==> config.mk <==
export PLATFORM = sky130hd
export DESIGN_NAME = tqvp_hx2003_pulse_seq_flat
export DESIGN_NICKNAME = d
export VERILOG_FILES = /design/src/rtl/tqvp_hx2003_pulse_seq_if.sv /design/src/rtl/tqvp_hx2003_pulse_seq.sv /design/src/flat_wrapper.sv
export SDC_FILE = /design/constraint.sdc
export NUM_CORES = 1
export LEC_CHECK = 0
export ABC_AREA = 1
export ABC_CLOCK_PERIOD_IN_PS = 7700
export CAP_MARGIN = 20
export CORE_ASPECT_RATIO = 1.4
export CORE_MARGIN = 4
export CORE_UTILIZATION = 25
export CTS_CLUSTER_DIAMETER = 200
export DETAILED_ROUTE_END_ITERATION = 10
export GPL_TIMING_DRIVEN = 0
export PLACE_DENSITY = 0.49
export SYNTH_ARGS = -nofsm -noshare
export SYNTH_HDL_FRONTEND = slang
export SYNTH_SLANG_ARGS = --single-unit
==> constraint.sdc <==
create_clock -name clk -period 7.7 [get_ports clk]
set_clock_uncertainty 0.1 [all_clocks]
set_input_delay 1.54 -clock clk [delete_from_list [all_inputs] [get_ports clk]]
set_output_delay 1.54 -clock clk [all_outputs]
set_load 0.01 [all_outputs]
==> src/rtl/tqvp_hx2003_pulse_seq_if.sv <==
// Bus bundle for the pulse sequencer's TinyQV peripheral port.
// The CPU side uses the master modport and the peripheral uses the slave modport.
interface tqvp_hx2003_pulse_seq_if;
    logic [5:0]  address;
    logic [31:0] data_in;
    logic [1:0]  data_write_n;
    logic [1:0]  data_read_n;
    logic [31:0] data_out;
    logic        data_ready;

    modport master (output address, data_in, data_write_n, data_read_n,
                    input  data_out, data_ready);
    modport slave  (input  address, data_in, data_write_n, data_read_n,
                    output data_out, data_ready);
endinterface

==> src/rtl/tqvp_hx2003_pulse_seq.sv <==
// TinyQV pulse-sequence transmitter: a FIFO of {level, duration} symbols is played out on uo_out[1].
// Build macro PULSE_SEQ_LOOP_EN enables frame replay using the CTRL loop count.
module tqvp_hx2003_pulse_seq #(
    parameter int DEPTH     = 8,
    parameter int DUR_W     = 14,
    parameter int CARRIER_W = 16
) (
    input  logic       clk,
    input  logic       rst_n,
    input  logic [7:0] ui_in,
    output logic [7:0] uo_out,
    output logic       user_interrupt,
    tqvp_hx2003_pulse_seq_if.slave bus
);
    // state   | meaning
    // ST_IDLE | tx = idle_level, FIFO accepts pushes
    // ST_LOAD | one cycle: snapshot FIFO window, load timers from first entry
    // ST_RUN  | symbols playing, duration counted in prescaler ticks
    localparam logic [1:0] ST_IDLE = 2'd0;
    localparam logic [1:0] ST_LOAD = 2'd1;
    localparam logic [1:0] ST_RUN  = 2'd2;

    localparam int AW = $clog2(DEPTH);
    localparam int FW = AW + 1;
    localparam logic [FW-1:0] FILL_MAX = FW'(DEPTH);

    logic [1:0]           state;
    logic                 idle_level, carrier_en, irq_en;
    logic [3:0]           prescale;
    logic [CARRIER_W-1:0] carrier_c;
    logic [DUR_W:0]       mem [DEPTH];
    logic [AW-1:0]        wr_ptr, rd_ptr, base;
    logic [FW-1:0]        fill, n_snap, idx, idx_nxt;
    logic [DUR_W-1:0]     dur_cnt;
    logic [15:0]          presc_cnt, presc_reload;
    logic [CARRIER_W-1:0] car_cnt;
    logic                 car_phase, tx, ovf_flag, done_flag;
    logic                 wr32, wr_ctrl, wr_car, wr_fifo, wr_stat;
    logic                 start_req, stop_req, busy, empty, full;
    logic                 push_ok, push_drop, tick, sym_end, last_sym, loop_more, finish;
    logic                 cur_lvl;
    logic [31:0]          rd_data;
`ifdef PULSE_SEQ_LOOP_EN
    logic [7:0]           loop_cnt, loops_left;
`endif

    assign wr32      = (bus.data_write_n == 2'b10);
    assign wr_ctrl   = wr32 && (bus.address == 6'h00);
    assign wr_car    = wr32 && (bus.address == 6'h04);
    assign wr_fifo   = wr32 && (bus.address == 6'h08);
    assign wr_stat   = wr32 && (bus.address == 6'h0C);
    assign start_req = wr_ctrl & bus.data_in[0];
    assign stop_req  = wr_ctrl & bus.data_in[1];

    assign busy      = (state != ST_IDLE);
    assign empty     = (fill == '0);
    assign full      = (fill == FILL_MAX);
    assign push_ok   = wr_fifo & ~full & ~busy;
    assign push_drop = wr_fifo & (full | busy);

    assign presc_reload = (16'd1 << prescale) - 16'd1;
    assign idx_nxt      = idx + FW'(1);
    assign cur_lvl      = mem[base + idx[AW-1:0]][DUR_W];
    assign tick         = (presc_cnt == 16'd0);
    assign sym_end      = (state == ST_RUN) && tick && (dur_cnt == '0);
    assign last_sym     = (idx_nxt == n_snap);
`ifdef PULSE_SEQ_LOOP_EN
    assign loop_more    = (loops_left != 8'd0);
`else
    assign loop_more    = 1'b0;
`endif
    // A stop arriving on the same edge as the final symbol end still wins: no done.
    assign finish       = sym_end & last_sym & ~loop_more & ~stop_req;

    always_ff @(posedge clk) begin
        if (push_ok)
            mem[wr_ptr] <= {bus.data_in[31], bus.data_in[DUR_W-1:0]};
    end

    always_ff @(posedge clk or negedge rst_n) begin
        if (!rst_n) begin
            state      <= ST_IDLE;
            idle_level <= 1'b0;
            carrier_en <= 1'b0;
            irq_en     <= 1'b0;
            prescale   <= '0;
            carrier_c  <= '0;
            wr_ptr     <= '0;
            rd_ptr     <= '0;
            base       <= '0;
            fill       <= '0;
            n_snap     <= '0;
            idx        <= '0;
            dur_cnt    <= '0;
            presc_cnt  <= '0;
            car_cnt    <= '0;
            car_phase  <= 1'b0;
            tx         <= 1'b0;
            ovf_flag   <= 1'b0;
            done_flag  <= 1'b0;
`ifdef PULSE_SEQ_LOOP_EN
            loop_cnt   <= '0;
            loops_left <= '0;
`endif
        end else begin
            if (wr_ctrl) begin
                idle_level <= bus.data_in[2];
                carrier_en <= bus.data_in[3];
                prescale   <= bus.data_in[7:4];
`ifdef PULSE_SEQ_LOOP_EN
                loop_cnt   <= bus.data_in[15:8];
`endif
                irq_en     <= bus.data_in[16];
            end
            if (wr_car)
                carrier_c <= bus.data_in[CARRIER_W-1:0];
            if (push_ok) begin
                wr_ptr <= wr_ptr + AW'(1);
                fill   <= fill + FW'(1);
            end

            if (wr_stat && bus.data_in[3]) ovf_flag <= 1'b0;
            else if (push_drop)            ovf_flag <= 1'b1;
            if (wr_stat && bus.data_in[4]) done_flag <= 1'b0;
            else if (finish)               done_flag <= 1'b1;

            if (state == ST_RUN && !stop_req)
                tx <= cur_lvl & (~carrier_en | car_phase);
            else
                tx <= idle_level;

            if (stop_req && busy) begin
                state  <= ST_IDLE;
                fill   <= '0;
                rd_ptr <= wr_ptr;
            end else begin
                case (state)
                    ST_IDLE: if (start_req && !stop_req && !empty) state <= ST_LOAD;
                    ST_LOAD: begin
                        base      <= rd_ptr;
                        n_snap    <= fill;
                        idx       <= '0;
                        dur_cnt   <= mem[rd_ptr][DUR_W-1:0];
                        presc_cnt <= presc_reload;
                        car_cnt   <= carrier_c;
                        car_phase <= 1'b1;
`ifdef PULSE_SEQ_LOOP_EN
                        loops_left <= loop_cnt;
`endif
                        state     <= ST_RUN;
                    end
                    ST_RUN: begin
                        presc_cnt <= tick ? presc_reload : presc_cnt - 16'd1;
                        if (tick) dur_cnt <= dur_cnt - DUR_W'(1);
                        if (car_cnt == '0) begin
                            car_phase <= ~car_phase;
                            car_cnt   <= carrier_c;
                        end else begin
                            car_cnt   <= car_cnt - CARRIER_W'(1);
                        end
                        if (sym_end) begin
                            car_phase <= 1'b1;
                            car_cnt   <= carrier_c;
                            if (!last_sym) begin
                                idx     <= idx_nxt;
                                dur_cnt <= mem[base + idx_nxt[AW-1:0]][DUR_W-1:0];
                            end
`ifdef PULSE_SEQ_LOOP_EN
                            else if (loop_more) begin
                                loops_left <= loops_left - 8'd1;
                                idx        <= '0;
                                dur_cnt    <= mem[base][DUR_W-1:0];
                            end
`endif
                            else begin
                                rd_ptr <= base + n_snap[AW-1:0];
                                fill   <= fill - n_snap;
                                state  <= ST_IDLE;
                            end
                        end
                    end
                    default: state <= ST_IDLE;
                endcase
            end
        end
    end

    always_comb begin
        rd_data = '0;
        case (bus.address)
            6'h00: begin
                rd_data[2]    = idle_level;
                rd_data[3]    = carrier_en;
                rd_data[7:4]  = prescale;
`ifdef PULSE_SEQ_LOOP_EN
                rd_data[15:8] = loop_cnt;
`endif
                rd_data[16]   = irq_en;
            end
            6'h04: rd_data[CARRIER_W-1:0] = carrier_c;
            6'h0C: begin
                rd_data[0]      = busy;
                rd_data[1]      = empty;
                rd_data[2]      = full;
                rd_data[3]      = ovf_flag;
                rd_data[4]      = done_flag;
                rd_data[8 +: FW] = fill;
            end
            default: ;
        endcase
    end

    assign bus.data_out    = rd_data;
    assign bus.data_ready  = 1'b1;
    assign uo_out          = {5'b0, busy, tx, 1'b0};
    assign user_interrupt  = done_flag & irq_en;

    logic unused_ok;
    assign unused_ok = &{1'b0, ui_in, bus.data_read_n, bus.data_in};
endmodule

==> src/flat_wrapper.sv <==
// flat-port wrapper written by rule: the top's interface ports become plain ports
module tqvp_hx2003_pulse_seq_flat 
#(
    parameter int DEPTH     = 8,
    parameter int DUR_W     = 14,
    parameter int CARRIER_W = 16
)
  (clk, rst_n, ui_in, uo_out, user_interrupt, bus_address, bus_data_in, bus_data_write_n, bus_data_read_n, bus_data_out, bus_data_ready);
  tqvp_hx2003_pulse_seq_if bus_i ();
  input  logic clk;
  input  logic rst_n;
  input  logic [7:0] ui_in;
  output logic [7:0] uo_out;
  output logic user_interrupt;
  input wire logic [$bits(bus_i.address)-1:0] bus_address;
  input wire logic [$bits(bus_i.data_in)-1:0] bus_data_in;
  input wire logic [$bits(bus_i.data_write_n)-1:0] bus_data_write_n;
  input wire logic [$bits(bus_i.data_read_n)-1:0] bus_data_read_n;
  output wire logic [$bits(bus_i.data_out)-1:0] bus_data_out;
  output wire logic [$bits(bus_i.data_ready)-1:0] bus_data_ready;
  assign bus_i.address = bus_address;
  assign bus_i.data_in = bus_data_in;
  assign bus_i.data_write_n = bus_data_write_n;
  assign bus_i.data_read_n = bus_data_read_n;
  assign bus_data_out = bus_i.data_out;
  assign bus_data_ready = bus_i.data_ready;
  tqvp_hx2003_pulse_seq #(.DEPTH(DEPTH), .DUR_W(DUR_W), .CARRIER_W(CARRIER_W)) u_core (.clk(clk), .rst_n(rst_n), .ui_in(ui_in), .uo_out(uo_out), .user_interrupt(user_interrupt), .bus(bus_i));
endmodule
==> flow_summary_export.csv, run 1 <==
group,metric,value,unit
global_routing,grt_pass1_wl,67700,um
worst_setup_path,path_max_fanout,10,
clocking,clock-root-buffer,"clkbuf_16",
min_path,hold_path_class,"register to register",
synthesis,synth_cell_types,48,
global_routing,overflow,0,
synthesis,syn_area,0.0126,mm2
clocking,cts_setup_buffers,0,
worst_setup_path,critPathLaunchType,"input pin",
layout,area_growth_syn_to_layout,18.9,%
floorplanning,start_util,25.2,%
synthesis,ys_ff_latch,216,
clocking,cts_resized,0,
floorplanning,boundaryPins,94,
worst_setup_path,cp.required,6.06,ns
synthesis,synthCells,1553,
global_routing,antenna_found_initial,0,
route,drt_iter0_drc,878,
synthesis,synthFlopType,"edfxtp_1",
route,wl_per_cell,19.1,um
global_routing,track_usage,16.2,%
placement,port_buffers,47,
placement,preCtsSetupSlack,2.20,ns
power,p_int,2880,uW
floorplanning,die_area,0.0540,mm2
timing,fin_tns_setup,0,ns
worst_setup_path,crit_arrival,3.86,ns
timing,max_freq,182,MHz
global_routing,grt_pass1_vias,11200,
route,routed_wl,44600,um
synthesis,synth.avg_cell_area,8.10,um2
clocking,cts-hold-fix-buffers,0,
synthesis,async_flop_share,44.4,%
global_routing,grt_max_degree,57,
power,p_sw,2450,uW
power,peakVddDrop,0.189,mV
timing,slew_violations,0,
timing,rsz0062_at_grt,"no",
placement,postPlaceCellArea,0.0142,mm2
route,drt_first_pass_iters,6,
outcome,outcome,"finished, final reports clean",
power,combPwrFrac,48.3,%
route,drc,0,
timing,setup_viol,0,
route,via_per_inst,4.79,
route,num_vias,11100,
timing,tightest_slew,0.934,ns
clocking,clock-sinks,216,
layout,fin_cells,2327,
synthesis,synth.largest_area_cell,"edfxtp_1",
clocking,numCtsBuffers,26,
power,power_frac_seq,29.4,%
power,leakagePower,0.00623,uW
power,p_sw_share,46.0,%
floorplanning,rows,97,
floorplanning,die_h,273,um
clocking,clk-insertion-delay-late,0.55,ns
power,clkPwrFrac,22.3,%
placement,gp_congestion,0.927,
placement,dp_hpwl,33500,um
power,power,5340,uW
synthesis,synth.top_cell.area_share,28.6,%
timing,min_period,5.50,ns
clocking,clock_tree.buffer_depth,3,
synthesis,synthTopCellsByArea,"edfxtp_1, dfrtp_1, nand2_1",
placement,place_inst,2278,
synthesis,yosysWarnings,0,
floorplanning,die_w,198,um
clocking,cts_max_level,1,
worst_setup_path,cp-end-kind,"output pin",
timing,finalCritPeriodShare,71.5,%
synthesis,seq_area_frac_synth,47.7,%
timing,fin_ws,2.20,ns
clocking,clkSlewWorstSetupHoldPaths,0.06,ns
clocking,cts_tree,"built",
layout,nFillCells,5313,
route,ant_nets,0,
floorplanning,core_area,0.0499,mm2
layout,drive_gt1_share,9.03,%
worst_setup_path,criticalPathCategory,"input pin to output pin",
timing,slew_headroom,37.7,%
layout,post-route-cell-area,0.0150,mm2
power,cellPowerDensity,357,mW/mm2
run,drv_cap,0,
synthesis,synth_edf_count,120,
timing,hold_viol,0,
layout,nets,1740,
==> layer usage <==
layer  part of all wire [%]  up-vias  track usage, %
met4                    3.3        0            5.51
met2                     52      345            30.1
met5                      0        -               0
met3                    5.2       91            2.13
met1                     40     5348            19.0
li1                       -     5355               -
==> cell families after synthesis <==
kind of cell | Yosys count | share of synthesized area (%)
and+or+nand+nor | 678 | 23.0
AOI/OAI and AO/OA | 335 | 14.6
buffers and inverters | 255 | 8.92
DFF | 216 | 47.7
xor gates and xnor gates | 38 | 2.64
adders and majority gates | 25 | 2.72
muxes | 4 | 0.338
other | 2 | 0.0597
==> power by group through the flow <==
| stage | combinational [uW] | clock [uW] | sequential [uW] |
|---|---|---|---|
| after floorplan | 1710 | 0 | 1530 |
| after global placement | 2530 | 0 | 1580 |
| after detailed placement | 2550 | 0 | 1590 |
| after CTS | 2560 | 1220 | 1570 |
| after global routing | 2860 | 1260 | 1590 |
| final | 2580 | 1190 | 1570 |
==> registers in the layout, summed over array words and instances (netlist names), 2 cells and up <==
| register | count |
|---|---|
| u_core.dur_cnt | 14 |
| u_core.n_snap | 4 |
| u_core.state | 2 |
| u_core.presc_cnt | 16 |
| u_core.base | 3 |
| u_core.idx | 4 |
| u_core.car_cnt | 16 |
| u_core.carrier_c | 16 |
| u_core.rd_ptr | 3 |
| u_core.prescale | 4 |
| u_core.wr_ptr | 3 |
| u_core.fill | 4 |
| u_core.mem | 120 |
==> worst paths after layout <==
path	start	end	slack, ns	cells after the start
worst min register to register	u_core.car_cnt[0]	u_core.car_cnt[0]	0.38	2
worst max register to register	u_core.idx[0]	u_core.dur_cnt[4]	4.08	12
min in group asynchronous	rst_n	u_core.ovf_flag	0.99	1
worst max-delay path	bus_address[5]	bus_data_out[11]	2.20	8
max in group asynchronous	rst_n	u_core.dur_cnt[5]	5.78	2
worst min-delay path	u_core.car_cnt[0]	u_core.car_cnt[0]	0.38	2
==> cells in the mapped netlist (10+ instances only) <==
master and n:
nand2_1 353, o21ai_0 163, inv_1 156, nor2_1 148, edfxtp_1 120, nand3_1 115
a21oi_1 102, dfrtp_1 96, clkbuf_1 40, xor2_1 27, buf_4 26, o211ai_1 24
ha_1 21, nor3_1 18, buf_2 17, o21ai_1 15, nand4_1 11, o22ai_1 11
xnor2_1 11, nor2_2 10
==> placed cells by master, fill, tap and decap left out, types with 29 or more instances in the layout <==
master and instances:
dfrtp_1 96, clkdlybuf4s50_1 46, a21oi_1 102, clkbuf_1 45
edfxtp_1 120, nand3_1 115, buf_4 29, nor2_1 148
nand2_1 353, inv_1 156, o21ai_0 163
==> area by class of cell <==
class                           count  area, um2  share of cell area [%]
Sequential cell                   216       6010                    40.1
Clock buffer                       34        722                    4.82
Buffer                             92        509                    3.40
Multi-Input combinational cell   1102       5570                    37.2
Timing Repair Buffer               62        646                    4.31
Tap cell                          643        805                    5.37
Antenna cell                        1       2.50                  0.0167
Clock inverter                     14       92.6                   0.619
Inverter                          163        613                    4.10
==> worst max-delay path, cell delays in order <==
cell and delay, ns:
clkdlybuf4s50_1 0.44, nor2_4 0.16, nand2_2 0.08, nor3_2 0.27, inv_1 0.17, clkbuf_1 0.32
o22ai_1 0.29, clkdlybuf4s50_1 0.59
==> metrics by stage <==
step                utilization (%)  hold slack, ns
floorplan                         -           0.349
global placement               27.9           0.369
detailed placement             28.4           0.366
CTS                            30.0           0.382
global route                   30.0           0.415
finish                         30.0           0.379
Note: power is estimated with default switching activity, not from simulation.
==> run 2, diff against run 1 <==
Settings changed: ABC_CLOCK_PERIOD_IN_PS 7700 to 5400.
Clock period 7.7 ns to 5.4 ns, I/O delays scaled along.
==> results of run 2 <==
The final DEF is identical to that of run 1. Status: finished, final reports clean.
Among the figures that moved: setup slack after placement 2.20 ns -> 0.815 ns; setup slack after layout 2.20 ns -> 0.818 ns; register-to-register setup slack 4.08 ns -> 1.78 ns; total power 5340 uW -> 7610 uW; worst IR drop on VDD 0.189 mV -> 0.269 mV
